`src/rtl/key_debounce_pulse.sv`:
```
// Push-button front end: per-key two-flop synchroniser, debounce FSM, and
// registered level plus single-cycle press/release strobes with optional auto-repeat.
module key_debounce_pulse #(
  parameter int N               = 4,
  parameter int DEBOUNCE_CYCLES = 500000,
  parameter int REPEAT_CYCLES   = 0,
  parameter int CNT_W           = 20
) (
  input  logic         clk,
  input  logic         clear,
  input  logic [N-1:0] key_n,
  output logic [N-1:0] level,
  output logic [N-1:0] press_pulse,
  output logic [N-1:0] release_pulse
);

  typedef enum logic [1:0] {
    IDLE,
    WAIT_PRESS,
    PRESSED,
    WAIT_RELEASE
  } state_t;

  localparam logic [CNT_W-1:0] DEB_LAST  = CNT_W'(DEBOUNCE_CYCLES - 1);
  localparam logic [CNT_W-1:0] REP_LAST  = CNT_W'(REPEAT_CYCLES - 1);
  localparam bit               REPEAT_EN = (REPEAT_CYCLES != 0);

  logic [N-1:0] s1;
  logic [N-1:0] s2;

  // Released (1) is the safe reset value so a held key is seen as a fresh press.
  always_ff @(posedge clk) begin
    // NOTE: all sequential state uses non-blocking assignment so every flop
    // samples pre-edge values regardless of statement order.
    if (!clear) begin
      s1 <= '1;
      s2 <= '1;
    end else begin
      s1 <= key_n;
      s2 <= s1;
    end
  end

  for (genvar ch = 0; ch < N; ch++) begin : g_ch
    state_t           state;
    state_t           state_nx;
    logic [CNT_W-1:0] cnt;
    logic [CNT_W-1:0] cnt_nx;
    logic             press_nx;
    logic             release_nx;
    logic             level_q;
    logic             press_q;
    logic             release_q;

    always_comb begin
      // NOTE: defaults first so every path assigns every output and no latch
      // is inferred.
      state_nx   = state;
      cnt_nx     = cnt;
      press_nx   = 1'b0;
      release_nx = 1'b0;
      case (state)
        IDLE: begin
          if (!s2[ch]) begin
            state_nx = WAIT_PRESS;
            cnt_nx   = '0;
          end
        end
        WAIT_PRESS: begin
          if (s2[ch]) begin
            state_nx = IDLE;
          end else if (cnt == DEB_LAST) begin
            state_nx = PRESSED;
            press_nx = 1'b1;
            cnt_nx   = '0;
          end else begin
            cnt_nx = cnt + 1'b1;
          end
        end
        PRESSED: begin
          if (s2[ch]) begin
            state_nx = WAIT_RELEASE;
            cnt_nx   = '0;
          end else if (REPEAT_EN) begin
            if (cnt == REP_LAST) begin
              press_nx = 1'b1;
              cnt_nx   = '0;
            end else begin
              cnt_nx = cnt + 1'b1;
            end
          end
        end
        WAIT_RELEASE: begin
          // A low sample here is release bounce; the repeat interval restarts.
          if (!s2[ch]) begin
            state_nx = PRESSED;
            cnt_nx   = '0;
          end else if (cnt == DEB_LAST) begin
            state_nx   = IDLE;
            release_nx = 1'b1;
            cnt_nx     = '0;
          end else begin
            cnt_nx = cnt + 1'b1;
          end
        end
        default: begin
          state_nx = IDLE;
          cnt_nx   = '0;
        end
      endcase
    end

    // Outputs are registered from the next state so a strobe lines up with
    // the first cycle of the new level.
    always_ff @(posedge clk) begin
      if (!clear) begin
        state     <= IDLE;
        cnt       <= '0;
        level_q   <= 1'b0;
        press_q   <= 1'b0;
        release_q <= 1'b0;
      end else begin
        state     <= state_nx;
        cnt       <= cnt_nx;
        level_q   <= (state_nx == PRESSED) || (state_nx == WAIT_RELEASE);
        press_q   <= press_nx;
        release_q <= release_nx;
      end
    end

    assign level[ch]         = level_q;
    assign press_pulse[ch]   = press_q;
    assign release_pulse[ch] = release_q;
  end

endmodule

```
`config.mk`:
```
export PLATFORM = sky130hd
export DESIGN_NAME = key_debounce_pulse
export DESIGN_NICKNAME = d
export VERILOG_FILES = /design/src/rtl/key_debounce_pulse.sv
export SDC_FILE = /design/constraint.sdc
export NUM_CORES = 1
export LEC_CHECK = 0
export CELL_PAD_IN_SITES_DETAIL_PLACEMENT = 1
export CELL_PAD_IN_SITES_GLOBAL_PLACEMENT = 1
export CORE_UTILIZATION = 50
export CTS_CLUSTER_SIZE = 24
export DETAILED_ROUTE_END_ITERATION = 8
export GPL_ROUTABILITY_DRIVEN = 0
export PLACE_DENSITY_LB_ADDON = 0.1
export REMOVE_ABC_BUFFERS = 1
export SYNTH_ARGS = -nofsm -noshare
export SYNTH_HDL_FRONTEND = slang
export SYNTH_SLANG_ARGS = --single-unit
```
`constraint.sdc`:
```
create_clock -name clk -period 3.4 [get_ports clk]
set_input_delay 0.51 -clock clk [delete_from_list [all_inputs] [get_ports clk]]
set_output_delay 0.51 -clock clk [all_outputs]
set_load 0.005 [all_outputs]
```
## After elaboration in Yosys (flattened, before gate mapping)

Index checks and enable logic that the tools add are counted.
W data, S select, Z words.

| storage, ports and cells | value |
|---|---|
| bits in registers | 108 |
| input port bits | 6 |

| operators by class | value |
|---|---|
| add/sub/neg operators | 4 |
| equality and inequality tests | 36 |
| mux-type cells | 56 |
| bitwise gates (word level) | 5 |
| reduce and logical (&&, ||, !) cells | 20 |

Operators with widths:

| operator | count |
|---|---|
| $mux W20 | 20 |
| $pmux W20 S4 | 4 |
| $add A20 B1 Y20 const B | 4 |
| $eq A20 B19 Y1 const B | 4 |
| $mux W2 | 24 |
| $eq A2 B2 Y1 const B | 16 |
| $pmux W2 S4 | 4 |
| $ne A2 B2 Y1 const B | 12 |
| $reduce_and A3 Y1 | 8 |
| $reduce_or A3 Y1 | 4 |
| $eq A2 B1 Y1 const B | 4 |
| $logic_not A2 Y1 | 4 |
| $not A1 Y1 | 5 |
| $logic_or A1 B1 Y1 | 4 |
| $mux W1 | 4 |

## Longest topological paths before layout

| logic depth | value |
|---|---|
| depth after elaboration | 6 |
| mapped depth | 8 |

## Least setup slack after synthesis

Ideal clock, no wire load.

| timing path | value |
|---|---|
| path type | register to register |
| from | register g_ch[2].cnt[0] |
| to | register g_ch[2].cnt[12] |
| library setup time | 0.115 ns |
| arrival | 1.885 ns |
| required time | 3.285 ns |
| path slack | 1.400 ns |
| cell stages (with the launch flop) | 8 |
| buffers on the path | 1 |
| clock period less this slack | 2.000 ns |
| path through | dfxtp_1 ha_1 or4bb_1 nor4_2 a21oi_1 o21ai_4 buf_6 nor2_1 |

| on the way | value |
|---|---|
| longest elaborated chain between the ends | 4 |

Ends and longest elaborated chain:

| element | RTL line | source |
|---|---|---|
| from (decl) | 47 | `logic [CNT_W-1:0] cnt;` |
| from (signal assigned) | 124 | `cnt <= cnt_nx;` |
| $add A20 B1 Y20 or $eq A20 B19 Y1 (tied branches) | - |  |
| $mux W20 (*) | 72, 98 |  |
| $mux W20 (on tied branches) | 95, 70 |  |
| $pmux W20 S4 (*) | 62 | `case (state)` |

Every way passes the cells marked *; elsewhere a longest branch is shown, timed or not. The select of a mux whose other input is x is not followed.
A chain may end at the register's enable or synchronous reset.

## Worst setup path after layout

| timing path | value |
|---|---|
| from | register g_ch[0].cnt[0] |
| to | register g_ch[0].cnt[19] |

| on the way | value |
|---|---|
| longest elaborated chain between the ends | 4 |

Ends and longest elaborated chain:

| element | RTL line |
|---|---|
| from (decl) | 47 |
| from (signal assigned) | 124 |
| $add A20 B1 Y20 or $eq A20 B19 Y1 (tied branches) | - |
| $mux W20 (*) | 72, 98 |
| $mux W20 (on tied branches) | 95, 70 |
| $pmux W20 S4 (*) | 62 |

Marks and branches as above.

==> results list <==
- The number of antenna violations at the first check in global routing came to 0.
- Setup violations remaining at the end of the flow were counted as 0.
* Synth top area cells: sky130_fd_sc_hd__dfxtp_1 (41%), sky130_fd_sc_hd__xnor2_1 (5.3%), sky130_fd_sc_hd__nor2_1 (5.2%)
- Largest vdd supply drop: 0.2430 mV
- Cells with a size suffix above 1 make up 7.419% of the layout.
- After detailed routing, the average wire length per cell comes to 16.04 um.
- Number of buffers created by CTS: 9
- Final slew viol count: 0
* Nets: 625
- Classification of the worst-slack hold path: reg2reg
- The H-tree was split into 3 levels.
* DIE HEIGHT: 104.5 um
- Once layout is complete, the utilization of the core stands at 54.69%.
- After clock tree synthesis, the repair step resized 0 gates.
- Via density per instance: 5.864
* Max-slew headroom: 33.76%
* Clock Pin Slew Worst Setup and Hold Paths: 110 ps
- Placed wire-length estimate: 8398 um
- Synth Area per Inst: 8.476 um^2
- Final hold analysis gives a worst-case slack of 408.4 ps.
* I/O pins: 18
- Reg2reg end: g_ch[0].cnt[19]
- The worst path needs 2269 ps of the cycle, external delays included.
* Crit end category: register
* Least-Margin Pin Slew: 993.6 ps
- Root Buffer: sky130_fd_sc_hd__clkbuf_8
- Row generation in the floorplan step produced 37 rows.
* Iteration-0 DRC count of the detailed router: 190
* Placed Instances: 740
- Number of global-route vias before repair: 4484
* Post-synthesis to final-layout area growth: 6.952%
* Sequential fraction of the synthesis area: 40.76%
* Register-to-Register Path Depth: 6
- Port buffering added 17 buffers.
- STA classifies the critical path startpoint as a register.
- For this design the static power due to leakage is 1.800 nW.
- Effective utilization at floorplan: 51.13%
- Number of enable flip-flop cells after synthesis: 0
* DIE AREA: 0.01092 mm^2
* CP required: 3690 ps
- Clock Sinks: 107
* Number of cells produced by synthesis: 620
- After synthesis the netlist holds a flip-flop and latch count of 107.
- Along the worst path, the maximum fanout reaches 21.
- After floorplanning, the core was sized to cover 0.01028 mm^2.
- Cell taking the most area after synthesis: sky130_fd_sc_hd__dfxtp_1
- Share of Yosys cell area claimed by the top area cell type: 40.76%
* Max Freq: 440.8 MHz
- Across the routed clock network, the largest skew measured is 13.05 ps.
* Number of hold-slack violations in the final timing report: 0
- The die is 104.5 um wide.
- Max-cap violations in this run came to 0.
- Antenna diode instance count: 0
- Library cell with the highest instance count after synthesis: sky130_fd_sc_hd__dfxtp_1
* Clock latency at the later pin of the worst-skew pair: 390 ps
- Number of distinct library cell variants in the gate-level netlist after synthesis: 61
* Post-Synthesis Cell Area: 0.005255 mm^2
- Number of iterations in the first detailed-routing pass: 6
* Primary FF master, synth: sky130_fd_sc_hd__dfxtp_1
- For this run, the number of Yosys warnings is 0.
* Antenna violation net count after detailed routing: 0
* Final wirelength: 12120 um
- Post-CTS timing repair inserted 0 buffers for setup.
- Most instantiated cells after synthesis: sky130_fd_sc_hd__dfxtp_1 (107), sky130_fd_sc_hd__nor2_1 (73), sky130_fd_sc_hd__nand2_1 (66)
* Reg2reg start: g_ch[0].cnt[0]
- Hold repair after CTS inserted 0 buffers.
- Excluding fillers, the count of instances in the completed layout stands at 756.
- Setup slack on the worst reg-to-reg path comes out at 1130 ps.
- # fillers: 1234
- The first global-routing pass estimated 20970 um of wire.
* Total GRT Usage: 23.58%
- Entering global routing, the biggest net connects 36 pins.
- For this run the aggregate overflow at the end of global routing stands at 0.
- Share of the cycle needed by the critical path after routing: 66.72%
- Of all flip-flops after synthesis, the portion carrying an async set or reset was 0%.
- The critical path is of the reg2reg type.
- Result of the run: finished clean
- Critical Path Sink: g_ch[0].cnt[19]
* Maximum root-to-sink buffer count: 2
* Cell area power density: 381.1 mW/mm^2
- In this run the worst setup path begins at g_ch[0].cnt[0].
* Number of DRC violations after detailed routing: 0
* TritonCTS clock tree: built
- For the worst setup path, the data arrival time is 2560 ps.
- Final TNS setup: 0 ps
- DR vias: 4433
- Setup repair after global routing missed its margin: false
==> cell usage in the layout (no fill, tap or decap), types with 18 or more instances in the layout <==
| cell type | n |
|---|---|
| sky130_fd_sc_hd__nor3_1 | 23 |
| sky130_fd_sc_hd__nor2_1 | 73 |
| sky130_fd_sc_hd__nor4_1 | 19 |
| sky130_fd_sc_hd__dfxtp_1 | 107 |
| sky130_fd_sc_hd__nand4_1 | 24 |
| sky130_fd_sc_hd__nand3_1 | 45 |
| sky130_fd_sc_hd__a21oi_1 | 18 |
| sky130_fd_sc_hd__xnor2_1 | 32 |
| sky130_fd_sc_hd__nand2_1 | 66 |
==> worst max-delay path, cell delays in order, from the launching register on <==
cell and delay [ps]:
sky130_fd_sc_hd__dfxtp_1 370, sky130_fd_sc_hd__ha_1 280, sky130_fd_sc_hd__nand2_1 140, sky130_fd_sc_hd__nor4_4 60, sky130_fd_sc_hd__a21oi_2 800, sky130_fd_sc_hd__nand2_1 210, sky130_fd_sc_hd__o311ai_1 310
==> where the power goes <==
group          internal (mW)  total [mW]  switching, mW
Sequential              1.26        1.26        0.00553
Combinational         0.0200      0.0709         0.0508
Clock                  0.361       0.807          0.447
==> flip-flops by register name, indices dropped and copies added (netlist names) <==
| name | flops |
|---|---|
| g_ch.cnt | 80 |
| g_ch.press_q | 4 |
| s1 | 4 |
| g_ch.release_q | 4 |
| g_ch.state | 8 |
| s2 | 4 |
| g_ch.level_q | 3 |
==> metal layers <==
| layer | vias to the layer above | routed length [um] | global-route usage, % | share of wire (%) |
|---|---|---|---|---|
| met4 | 0 | 135 | 6.327 | 1.1 |
| met5 | - | 0 | 0 | 0 |
| met2 | 34 | 6063 | 41.01 | 50 |
| met1 | 2183 | 5647 | 28.94 | 47 |
| li1 | 2204 | - | - | - |
| met3 | 12 | 277 | 5.702 | 2.3 |
==> kinds of logic after synthesis <==
logic type                 Yosys count  synth area share (%)
AOI/OAI and AO/OA                   66                 8.191
buffers and inverters               50                 5.047
muxes                                5                0.9762
and+or+nand+nor                    345                 36.90
adders and majority gates            4                0.9524
DFF                                107                 40.76
xor gates and xnor gates            43                 7.167
==> how the worst min path moves through the flow <==
stage               cells after the start  startpoint  slack (ps)  endpoint
finish                                  1       s1[2]         410     s2[2]
floorplan                               1       s1[0]         390     s2[0]
global placement                        1       s1[2]         390     s2[2]
CTS                                     1       s1[2]         410     s2[2]
detailed placement                      1       s1[2]         400     s2[2]
global route                            1       s1[2]         410     s2[2]
==> final cells by class <==
class | count | area [um^2] | share of cell area (%)
Clock buffer | 10 | 137.6 | 2.449
Multi-Input combinational cell | 463 | 2848 | 50.67
Tap cell | 136 | 170.2 | 3.028
Inverter | 14 | 52.55 | 0.9350
Clock inverter | 6 | 65.06 | 1.158
Sequential cell | 107 | 2142 | 38.11
Timing Repair Buffer | 20 | 205.2 | 3.651
==> through the flow <==
stage | power (mW) | setup WS [ps] | area [um^2]
floorplan | 1.331 | 1415 | 5042
global placement | 1.362 | 1232 | 5418
detailed placement | 1.365 | 1138 | 5418
CTS | 2.169 | 1120 | 5620
global route | 2.216 | 837.0 | 5620
finish | 2.142 | 1131 | 5620
Power figures use the tool's default switching activity.
